==> src/rtl/pc_defs.sv <==
// Shared definitions for the program counter unit: FSM encoding, instruction size
// and the default reset address.
package pc_defs;

  typedef enum logic [1:0] {
    Boot  = 2'd0,
    Run   = 2'd1,
    Redir = 2'd2
  } pc_state_e;

  localparam int unsigned INSTR_BYTES      = 4;
  localparam logic [31:0] DEFAULT_RESET_PC = 32'h0000_0000;

  // True when an address is not on an instruction boundary.
  function automatic logic misaligned(input logic [31:0] addr);
    return (addr % INSTR_BYTES) != 0;
  endfunction

endpackage

==> src/rtl/program_counter_unit_if.sv <==
// Fetch-side bus of the program counter unit: adder return, redirect request,
// hazard/ready handshake and the registered fetch request.
interface program_counter_unit_if;

  logic [31:0] PCAddResult;
  logic        RedirectValid;
  logic [31:0] RedirectTarget;
  logic        Stall;
  logic        FetchReady;
  logic [31:0] PCResult;
  logic        FetchValid;
  logic        MisalignFault;

  // master: the PC unit itself; slave: the core/memory environment around it.
  modport master (
    input  PCAddResult, RedirectValid, RedirectTarget, Stall, FetchReady,
    output PCResult, FetchValid, MisalignFault
  );

  modport slave (
    output PCAddResult, RedirectValid, RedirectTarget, Stall, FetchReady,
    input  PCResult, FetchValid, MisalignFault
  );

endinterface

==> src/rtl/pc_redirect_buffer.sv <==
// Single-entry pending-redirect store: a valid bit and a 32-bit target.
// A write overwrites any older entry; write takes priority over clear.
module pc_redirect_buffer (
  input  logic        Clk,
  input  logic        Reset,
  input  logic        wr,
  input  logic [31:0] wr_target,
  input  logic        clr,
  output logic        valid,
  output logic [31:0] target
);

  logic        valid_q;
  logic [31:0] target_q;

  always_ff @(posedge Clk) begin
    if (Reset) begin
      valid_q  <= 1'b0;
      target_q <= 32'h0;
    end else if (wr) begin
      valid_q  <= 1'b1;
      target_q <= wr_target;
    end else if (clr) begin
      valid_q  <= 1'b0;
    end
  end

  assign valid  = valid_q;
  assign target = target_q;

endmodule

==> src/rtl/program_counter_unit.sv <==
// Program counter with boot/run/redirect sequencing and a pending-redirect slot.
// Optional PC_ALIGN_CHECK_EN: misaligned redirect targets are forced aligned and flagged.
module program_counter_unit
  import pc_defs::*;
#(
  parameter logic [31:0] RESET_PC = DEFAULT_RESET_PC
) (
  input logic                   Clk,
  input logic                   Reset,
  program_counter_unit_if.master bus
);

  pc_state_e   state_q, state_d;
  logic [31:0] pc_q, pc_d;
  logic        fetch_valid, accept;
  logic        pend_wr, pend_clr, pend_valid;
  logic [31:0] pend_target;
  logic        load_en;
  logic [31:0] load_raw, load_addr;
  logic        load_bad;

  assign fetch_valid = (state_q == Run);
  assign accept      = fetch_valid & bus.FetchReady;

  // A live redirect always outranks the stored one.
  assign load_raw = bus.RedirectValid ? bus.RedirectTarget : pend_target;

`ifdef PC_ALIGN_CHECK_EN
  assign load_addr = {load_raw[31:2], 2'b00};
  assign load_bad  = misaligned(load_raw);
`else
  assign load_addr = load_raw;
  assign load_bad  = 1'b0;
`endif

  pc_redirect_buffer u_redirect_buffer (
    .Clk       (Clk),
    .Reset     (Reset),
    .wr        (pend_wr),
    .wr_target (bus.RedirectTarget),
    .clr       (pend_clr),
    .valid     (pend_valid),
    .target    (pend_target)
  );

  always_comb begin
    state_d  = state_q;
    pc_d     = pc_q;
    pend_wr  = 1'b0;
    pend_clr = 1'b0;
    load_en  = 1'b0;
    unique case (state_q)
      Boot: begin
        state_d = Run;
        pend_wr = bus.RedirectValid;
      end
      Run: begin
        if (accept) begin
          if (bus.RedirectValid || (!bus.Stall && pend_valid)) begin
            load_en  = 1'b1;
            pc_d     = load_addr;
            pend_clr = 1'b1;
            state_d  = Redir;
          end else if (!bus.Stall) begin
            pc_d = bus.PCAddResult;
          end
        end else begin
          pend_wr = bus.RedirectValid;
        end
      end
      Redir: begin
        if (bus.RedirectValid) begin
          load_en = 1'b1;
          pc_d    = load_addr;
        end else begin
          state_d = Run;
        end
      end
      default: state_d = Boot;
    endcase
  end

  always_ff @(posedge Clk) begin
    if (Reset) begin
      state_q <= Boot;
      pc_q    <= RESET_PC;
    end else begin
      state_q <= state_d;
      pc_q    <= pc_d;
    end
  end

`ifdef PC_ALIGN_CHECK_EN
  logic fault_q;

  always_ff @(posedge Clk) begin
    if (Reset) begin
      fault_q <= 1'b0;
    end else if (load_en && load_bad) begin
      fault_q <= 1'b1;
    end
  end

  assign bus.MisalignFault = fault_q;
`else
  assign bus.MisalignFault = 1'b0;
`endif

  assign bus.PCResult   = pc_q;
  assign bus.FetchValid = fetch_valid;

endmodule

==> src/flat_wrapper.sv <==
// flat-port wrapper written by rule: the top's interface ports become plain ports
module program_counter_unit_flat import pc_defs::*;
#(
  parameter logic [31:0] RESET_PC = DEFAULT_RESET_PC
)
  (Clk, Reset, bus_PCAddResult, bus_RedirectValid, bus_RedirectTarget, bus_Stall, bus_FetchReady, bus_PCResult, bus_FetchValid, bus_MisalignFault);
  program_counter_unit_if bus_i ();
  input logic Clk;
  input logic Reset;
  input wire logic [$bits(bus_i.PCAddResult)-1:0] bus_PCAddResult;
  input wire logic [$bits(bus_i.RedirectValid)-1:0] bus_RedirectValid;
  input wire logic [$bits(bus_i.RedirectTarget)-1:0] bus_RedirectTarget;
  input wire logic [$bits(bus_i.Stall)-1:0] bus_Stall;
  input wire logic [$bits(bus_i.FetchReady)-1:0] bus_FetchReady;
  output wire logic [$bits(bus_i.PCResult)-1:0] bus_PCResult;
  output wire logic [$bits(bus_i.FetchValid)-1:0] bus_FetchValid;
  output wire logic [$bits(bus_i.MisalignFault)-1:0] bus_MisalignFault;
  assign bus_i.PCAddResult = bus_PCAddResult;
  assign bus_i.RedirectValid = bus_RedirectValid;
  assign bus_i.RedirectTarget = bus_RedirectTarget;
  assign bus_i.Stall = bus_Stall;
  assign bus_i.FetchReady = bus_FetchReady;
  assign bus_PCResult = bus_i.PCResult;
  assign bus_FetchValid = bus_i.FetchValid;
  assign bus_MisalignFault = bus_i.MisalignFault;
  program_counter_unit #(.RESET_PC(RESET_PC)) u_core (.Clk(Clk), .Reset(Reset), .bus(bus_i));
endmodule
==> config.mk <==
export PLATFORM = sky130hd
export DESIGN_NAME = program_counter_unit_flat
export DESIGN_NICKNAME = d
export VERILOG_FILES = /design/src/rtl/pc_defs.sv /design/src/rtl/program_counter_unit_if.sv /design/src/rtl/pc_redirect_buffer.sv /design/src/rtl/program_counter_unit.sv /design/src/flat_wrapper.sv
export SDC_FILE = /design/constraint.sdc
export NUM_CORES = 1
export LEC_CHECK = 0
export ABC_AREA = 1
export CORE_ASPECT_RATIO = 0.5
export CORE_MARGIN = 3
export CORE_UTILIZATION = 51
export DETAILED_ROUTE_END_ITERATION = 16
export GPL_TIMING_DRIVEN = 1
export PLACE_DENSITY = 0.85
export SLEW_MARGIN = 15
export SYNTH_ARGS = -nofsm -noshare
export SYNTH_HDL_FRONTEND = slang
export SYNTH_SLANG_ARGS = --single-unit
==> constraint.sdc <==
create_clock -name Clk -period 1.99 [get_ports Clk]
set_clock_uncertainty 0.05 [all_clocks]
set_input_delay 0.199 -clock Clk [delete_from_list [all_inputs] [get_ports Clk]]
set_output_delay 0.199 -clock Clk [all_outputs]
set_load 0.02 [all_outputs]
* Yosys cells after proc, flatten, opt, wreduce, memory -nomap -nowiden
Cells that the tools add are included.
Storage, ports and cells: bits in registers 67, bits in latches 0, RAM bits 0, memory bits (read-only) 0, input bits 69, output and inout port bits 34, logic and storage cells 37, memories 0
Cells by class: $add $sub $neg 0, multiply operators 0, divide/modulo/power cells 0, order comparisons 0, eq/ne operators 7, shift operators 0, muxes and demuxes 17, bitwise gates (word level) 1, reductions and logical operators 8
Operators with widths (number):
- 32-bit 2-to-1 mux | 5
- 32-bit case mux with 2 select lines | 1
- 2-bit inequality test, second input constant | 4
- 1-bit 2-to-1 mux | 6
- 2-bit 2-to-1 mux | 3
- 2-bit case mux with 3 select lines | 1
- 4-bit AND reduction | 1
- 2-bit nonzero test | 2
- 3-bit inequality test, second input constant | 1
- 3-bit AND reduction | 1
- 2-bit by 1-bit equality test with 1-bit output, second input constant | 1
- 2-bit equality test, second input constant | 1
- 2-bit logical NOT | 1
- 1-bit case mux with 2 select lines | 1
- 1-bit bitwise AND | 1
- 1-bit logical AND | 1
- 1-bit logical NOT | 1
- 1-bit logical OR | 1

* Logic depth before layout (Yosys ltp)
Gate-level depths: netlist (run 1).
word-level depth 8, depth in mapped cells 9, gate-level depth less buffers 8

* By module
Synthesis (run 1) repeated with hierarchy kept, for this count alone.
Second synthesis, totals: cell total of the unflattened synthesis 633, area total of the unflattened synthesis 3818.7 sq um
Modules (own cells, without submodules):
- program_counter_unit | instances 1, cells an instance 490, area each 2666.3 sq um, sequential area each 680.7 sq um
- pc_redirect_buffer | instances 1, cells an instance 143, area each 1152.4 sq um, sequential area each 660.6 sq um

* Worst setup path after synthesis (run 1)
OpenSTA, ideal clock, no wires.
kind register -> register, start point reg u_core.state_q[0], end point reg u_core.pc_q[0], in the netlist u_core.bus.PCResult[0], setup time 114 ps, arrival 1213 ps, data required time 1826 ps, setup slack 614 ps, cell stages (with the launch flop) 9, buffers on the path 1, period minus slack after synthesis 1376 ps, cell sequence dfxtp_1 > inv_2 > nor2_2 > nand2_1 > nand2_1 > nand2_4 > buf_2 > a21oi_1 > nor2_1
Between the ends: longest elaborated chain between the ends 4, elaborated cells between the ends (all ways) 9, classes of those cells eq/ne (5); mux (1); bitwise (1); reduce/logical (2)
Ends and longest elaborated chain:
- from (decl) | line program_counter_unit.sv:13 | pc_state_e state_q, state_d;
- from (signal assigned) | line program_counter_unit.sv:85 | state_q <= Boot;
- from (signal assigned) | line program_counter_unit.sv:88 | state_q <= state_d;
- 2-bit by 1-bit equality test with 1-bit output * | line program_counter_unit.sv:22 | assign fetch_valid = (state_q == Run);
- net bus_FetchValid | line flat_wrapper.sv:16 | output wire logic [$bits(bus_i.FetchValid)-1:0] bus_FetchValid;
- 1-bit bitwise AND | line program_counter_unit.sv:23 | assign accept = fetch_valid & bus.FetchReady;
- 2-bit inequality test (no source line)
- 4-bit AND reduction (no source line)
- to (signal assigned) | line program_counter_unit.sv:89 | pc_q <= pc_d;
- to (decl) | line program_counter_unit.sv:14 | logic [31:0] pc_q, pc_d;
The timed path passes the listed nets; every way through them passes the cells marked *. A chain may end at the register's enable or synchronous reset.

* Worst setup path in the final report (run 1)
start point reg u_core.state_q[0], end point out bus_FetchValid
Between the ends: longest elaborated chain between the ends 1
Ends and longest elaborated chain (line):
- 2-bit by 1-bit equality test with 1-bit output | program_counter_unit.sv:22
- to (decl) | flat_wrapper.sv:16
Every way passes these cells.

==> flow_metrics.env, run 1 <==
export IMPL_status="complete, no violations"
export IMPL_first_pass_iters=5
export IMPL_power_leakage_nw=2.29
export IMPL_cp_max_fo=4
export IMPL_avgSynthCellArea_um2=6.32
export IMPL_cp_required_ns=1.74
export IMPL_syn_cell_area_um2=3470
export IMPL_dieWidth_um=123
export IMPL_drt_iter0_drc=269
export IMPL_arrival_ns=1.51
export IMPL_wire_per_inst_um=12.9
export IMPL_cts_max_level=3
export IMPL_clock_sinks=67
export IMPL_start_util=0.548
export IMPL_antennaDiodeCount=0
export IMPL_die_h_um=64.3
export IMPL_cts_buffer_depth=2
export IMPL_crit_type="reg -> out"
export IMPL_core_area_um2=6330
export IMPL_grt_util_all_layers=0.245
export IMPL_post_route_period_util=0.883
export IMPL_avgViaCountPerCell=5.11
export IMPL_hold_violations=0
export IMPL_syn_nets=618
export IMPL_cts_repair_resized=0
export IMPL_setup_viol=0
export IMPL_synth_cells=549
export IMPL_dp_hpwl_mm=6.19
export IMPL_min_path_type="in -> reg"
export IMPL_dr_wl_met2_mm=4.16
export IMPL_numCtsBuffers=9
export IMPL_rsz0062_at_grt="false"
export IMPL_drive_gt1_frac=0.0486
export IMPL_routed_wl_mm=9.37
export IMPL_io_pins=103
export IMPL_ys_types=20
export IMPL_yosys_warnings=0
export IMPL_synth_ff_latch_count=67
export IMPL_clk_latency_ns=0.33
export IMPL_met1Wirelength_mm=4.38
export IMPL_antenna_found_initial=0
export IMPL_seq_area_frac_synth=0.387
export IMPL_grt_pass1_wl_mm=15.2
export IMPL_io_buffers=101
export IMPL_reg2reg_depth=8
export IMPL_r2r_setup_slack_ns=0.33
export IMPL_dr_wl_met3_um=606
export IMPL_worst_hold_path_endpoint="u_core.u_redirect_buffer.target[10]"
export IMPL_hp_start="bus_RedirectTarget[10]"
export IMPL_gp_congestion=0.835
export IMPL_period_minus_slack_ns=1.76
export IMPL_layout_nets=702
export IMPL_power_density_nw_per_um2=798
export IMPL_antenna_left=0
export IMPL_final_cells=726
export IMPL_endpoint_kind="output pin"
export IMPL_drc=0
export IMPL_post_cts_buffers=0
export IMPL_fp_row_count=20
export IMPL_cts_root_buf="clkbuf_16"
export IMPL_syn_to_final_growth_pct=38.2
export IMPL_grt_max_degree=65
export IMPL_vias=3713
export IMPL_peakVddDrop_mv=0.525
export IMPL_postCtsHoldBufs=0
export IMPL_overflow=0
export IMPL_r2r_end="u_core.bus.PCResult[19]"
export IMPL_setup_tns_ns=0
export IMPL_top_layer="met4"
export IMPL_startpoint_type="flip-flop"
export IMPL_fmax_ghz=0.569
export IMPL_clk_pin_slew_ns=0.05
export IMPL_design_die_area_um2=7880
export IMPL_hold_depth=3
export IMPL_r2r_start="u_core.state_q[1]"
export IMPL_drv_cap=0
export IMPL_grt_pass1_vias=3336
export IMPL_slew_violations=0
export IMPL_cts_tree="yes"
export IMPL_dp_cells=710
-- power by group --
part / internal [W] / switching (W) / total [W]
logic: 0.000389 / 0.000457 / 0.000846
clock network: 0.000907 / 0.000550 / 0.00146
registers: 0.00146 / 0.0000599 / 0.00152
-- cells by family (layout without fill, tap and decap cells) --
logic type,after synthesis,count (layout),synth area share
AO/OA/AOI/OAI,131,131,0.189
flip-flops,67,67,0.387
buffers and inverters,139,228,0.166
AND/OR/NAND/NOR,211,211,0.257
other,1,1,0.00108
-- worst max-delay path by stage --
stage,start,endpoint,cells after the start
after global routing,u_core.state_q[0],bus_FetchValid,3
after detailed placement,bus_Stall,u_core.bus.PCResult[19],9
after global placement,bus_Stall,u_core.bus.PCResult[22],9
after CTS,u_core.state_q[0],bus_FetchValid,3
after floorplan,u_core.state_q[0],u_core.bus.PCResult[0],8
final,u_core.state_q[0],bus_FetchValid,3
-- stage by stage --
step | util | hold slack [ns] | cell area (um^2) | worst slack (ns) | total power, W
after global placement | 0.713 | 0.426 | 4520 | 0.336 | 0.00236
after detailed placement | 0.713 | 0.454 | 4520 | 0.295 | 0.00238
after CTS | 0.757 | 0.369 | 4790 | 0.223 | 0.00384
after floorplan | - | 0.218 | 3470 | 0.614 | 0.00203
final | 0.757 | 0.382 | 4790 | 0.233 | 0.00383
after global routing | 0.757 | 0.384 | 4790 | 0.184 | 0.00401
-- final cells by class --
class / instances / area, um^2
inverter: 100 / 375
timing repair buffer: 112 / 1140
sequential: 67 / 1340
tap: 88 / 110
fill: 535 / 1540
clock buffer: 14 / 264
multi-input combinational: 343 / 1550
clock inverter: 2 / 10.0
-- state kept, by name, indices dropped and copies added (netlist names) --
name,flops
u_core.bus.PCResult,32
u_core.u_redirect_buffer.valid,1
u_core.u_redirect_buffer.target,32
u_core.state_q,2
-- synthesized netlist by cell type --
master,n,area (um^2)
a21oi_1,67,335
and2_1,1,6.26
buf_2,13,65.1
buf_4,4,30.0
buf_6,3,33.8
clkbuf_1,19,71.3
clkinv_1,1,3.75
conb_1,1,3.75
dfxtp_1,67,1340
inv_1,97,364
inv_2,2,7.51
nand2_1,138,518
nand2_2,1,6.26
nand2_4,1,11.3
nand3_1,3,15.0
nand4_1,32,200
nor2_1,34,128
nor2_2,1,6.26
o21ai_0,44,220
o21ai_1,20,100
-- placed cells by master, fill, tap and decap left out, drive strengths merged --
cell type	count
nand3	3
and2	1
a21oi	67
clkinv	3
o21ai	64
nand4	32
inv	99
clkbuf	14
conb	1
nor2	35
buf	12
dfxtp	67
nand2	140
clkdlybuf4s50	100
-- per-layer routing --
metal | GRT usage | vias up
met3 | 0.0566 | 22
met1 | 0.326 | 1652
met4 | 0.117 | 0
met2 | 0.375 | 150
li1 | - | 1889
met5 | 0 | -
-- worst max-delay path, stage by stage (launching register included) --
cell             delay, ns
dfxtp_1               0.34
inv_2                 0.06
nor2_2                0.15
clkdlybuf4s50_1       0.63
Note: power is estimated with default switching activity, not from simulation.
==> inputs of run 2 (changes only) <==
CELL_PAD_IN_SITES_DETAIL_PLACEMENT = 0   (was not set)
CELL_PAD_IN_SITES_GLOBAL_PLACEMENT = 1   (was not set)
CORE_UTILIZATION = 35   (was 51)
SKIP_CTS_REPAIR_TIMING = 1   (was not set)
==> run 2 against run 1 <==
  * Combinational power is essentially flat
  * First-iteration DRC count grew 6.3%
  * Worst setup slack gained 0.013 ns
  * Sequential power is essentially flat
  * Clock power is essentially flat
  * Critical path depth is the same
  * Register-to-register slack gained 0.06 ns
  * Routed wire length grew 1.6%
==> flow_metrics.env, run 2 (synthesis results as in run 1) <==
export IMPL_clock_sinks=67
export IMPL_drive_gt1_frac=0.0531
export IMPL_dieWidth_um=147
export IMPL_cp_max_fo=4
export IMPL_gp_congestion=0.835
export IMPL_io_buffers=101
export IMPL_cp_depth=3
export IMPL_core_area_um2=9160
export IMPL_cp_slowest_cell="clkdlybuf4s50_1"
export IMPL_final_cell_mix="138 x nand2_1, 100 x clkdlybuf4s50_1, 97 x inv_1"
export IMPL_antenna_found_initial=0
export IMPL_cpPeakStageDelay_ns=0.63
export IMPL_vias=3564
export IMPL_drv_cap=0
export IMPL_avgViaCountPerCell=4.63
export IMPL_fin_area_um2=4860
export IMPL_dp_hpwl_mm=6.61
export IMPL_cts_max_level=3
export IMPL_cp_num_buf_inv=2
export IMPL_min_path_type="in -> reg"
export IMPL_clk_latency_ns=0.33
export IMPL_status="complete, no violations"
export IMPL_cpLargestDelayFamily="buffers and inverters"
export IMPL_antenna_left=0
export IMPL_setup_viol=0
export IMPL_start_util=0.379
export IMPL_hp_start="bus_RedirectValid"
export IMPL_hold_violations=0
export IMPL_mostFrequentLayoutCell="nand2_1"
export IMPL_slew_violations=0
export IMPL_layout_nets=704
export IMPL_grt_pass1_wl_mm=15.8
export IMPL_cts_buffer_depth=2
export IMPL_period_minus_slack_ns=1.74
export IMPL_syn_to_final_growth_pct=40.1
export IMPL_clk_pin_slew_ns=0.05
export IMPL_hold_depth=6
export IMPL_fmax_ghz=0.573
export IMPL_die_h_um=76.4
export IMPL_grt_max_degree=36
export IMPL_routed_wl_mm=9.52
export IMPL_cp_required_ns=1.74
export IMPL_fp_row_count=24
export IMPL_cts_tree="yes"
export IMPL_crit_type="reg -> out"
export IMPL_setup_tns_ns=0
export IMPL_power_density_nw_per_um2=785
export IMPL_path_cells="inv_2 -> nor2_2 -> clkdlybuf4s50_1"
export IMPL_grt_util_all_layers=0.172
export IMPL_cts_root_buf="clkbuf_16"
export IMPL_reg2reg_depth=8
export IMPL_final_util=0.530
export IMPL_startpoint_type="flip-flop"
export IMPL_drt_iter0_drc=286
export IMPL_numCtsBuffers=9
export IMPL_dpl_instance_area_um2=4580
export IMPL_antennaDiodeCount=0
export IMPL_overflow=0
export IMPL_peakVddDrop_mv=0.438
export IMPL_drc=0
export IMPL_power_leakage_nw=2.30
export IMPL_endpoint_kind="output pin"
export IMPL_wire_per_inst_um=12.4
export IMPL_design_die_area_um2=11200
export IMPL_r2r_start="u_core.state_q[1]"
export IMPL_io_pins=103
export IMPL_grt_pass1_vias=3278
export IMPL_rsz0062_at_grt="false"
export IMPL_first_pass_iters=5
export IMPL_post_route_period_util=0.877
export IMPL_arrival_ns=1.50
export IMPL_worstSetupStartpoint="u_core.state_q[0]"
==> run 2: worst paths after layout <==
| path | end | slack, ns |
|---|---|---|
| max | bus_FetchValid | 0.25 |
| min | u_core.state_q[0] | 0.31 |
| max reg2reg | u_core.bus.PCResult[1] | 0.39 |
| min reg2reg | u_core.u_redirect_buffer.valid | 0.45 |
==> run 2: metrics by stage <==
stage | total power [W] | hold WS [ns] | cells | setup slack [ns]
after floorplan | 0.00203 | 0.218 | 549 | 0.614
after global placement | 0.00239 | 0.425 | 754 | 0.292
after detailed placement | 0.00239 | 0.445 | 754 | 0.249
after global routing | 0.00403 | 0.340 | 770 | 0.193
final | 0.00382 | 0.307 | 770 | 0.245
after CTS | 0.00386 | 0.290 | 770 | 0.230
==> run 2: area by class of cell <==
class	count	area (um^2)
Clock buffer	14	264
Clock inverter	2	10.0
Fill cell	917	4300
Inverter	100	375
Multi-Input combinational cell	343	1550
Sequential cell	67	1340
Tap cell	130	163
Timing Repair Buffer	114	1150
==> run 2: metal layers <==
| metal | track usage | vias to the layer above | wire length [um] |
|---|---|---|---|
| li1 | - | 1897 | - |
| met1 | 0.233 | 1563 | 4590 |
| met2 | 0.264 | 94 | 4200 |
| met3 | 0.0541 | 10 | 611 |
| met4 | 0.0469 | 0 | 119 |
| met5 | 0 | - | 0 |
==> run 2: where the power goes <==
group	total (W)	internal, W	switching (W)	leakage, nW
Combinational	0.000847	0.000394	0.000453	1.61
Sequential	0.00152	0.00146	0.0000560	0.553
Clock	0.00145	0.000907	0.000543	0.137
==> run 2: tightest hold or removal path, cell delays in order <==
cell,delay (ns)
buf_2,0.12
inv_2,0.06
nand2_1,0.08
nand2_1,0.05
nand2_1,0.06
a21oi_1,0.05
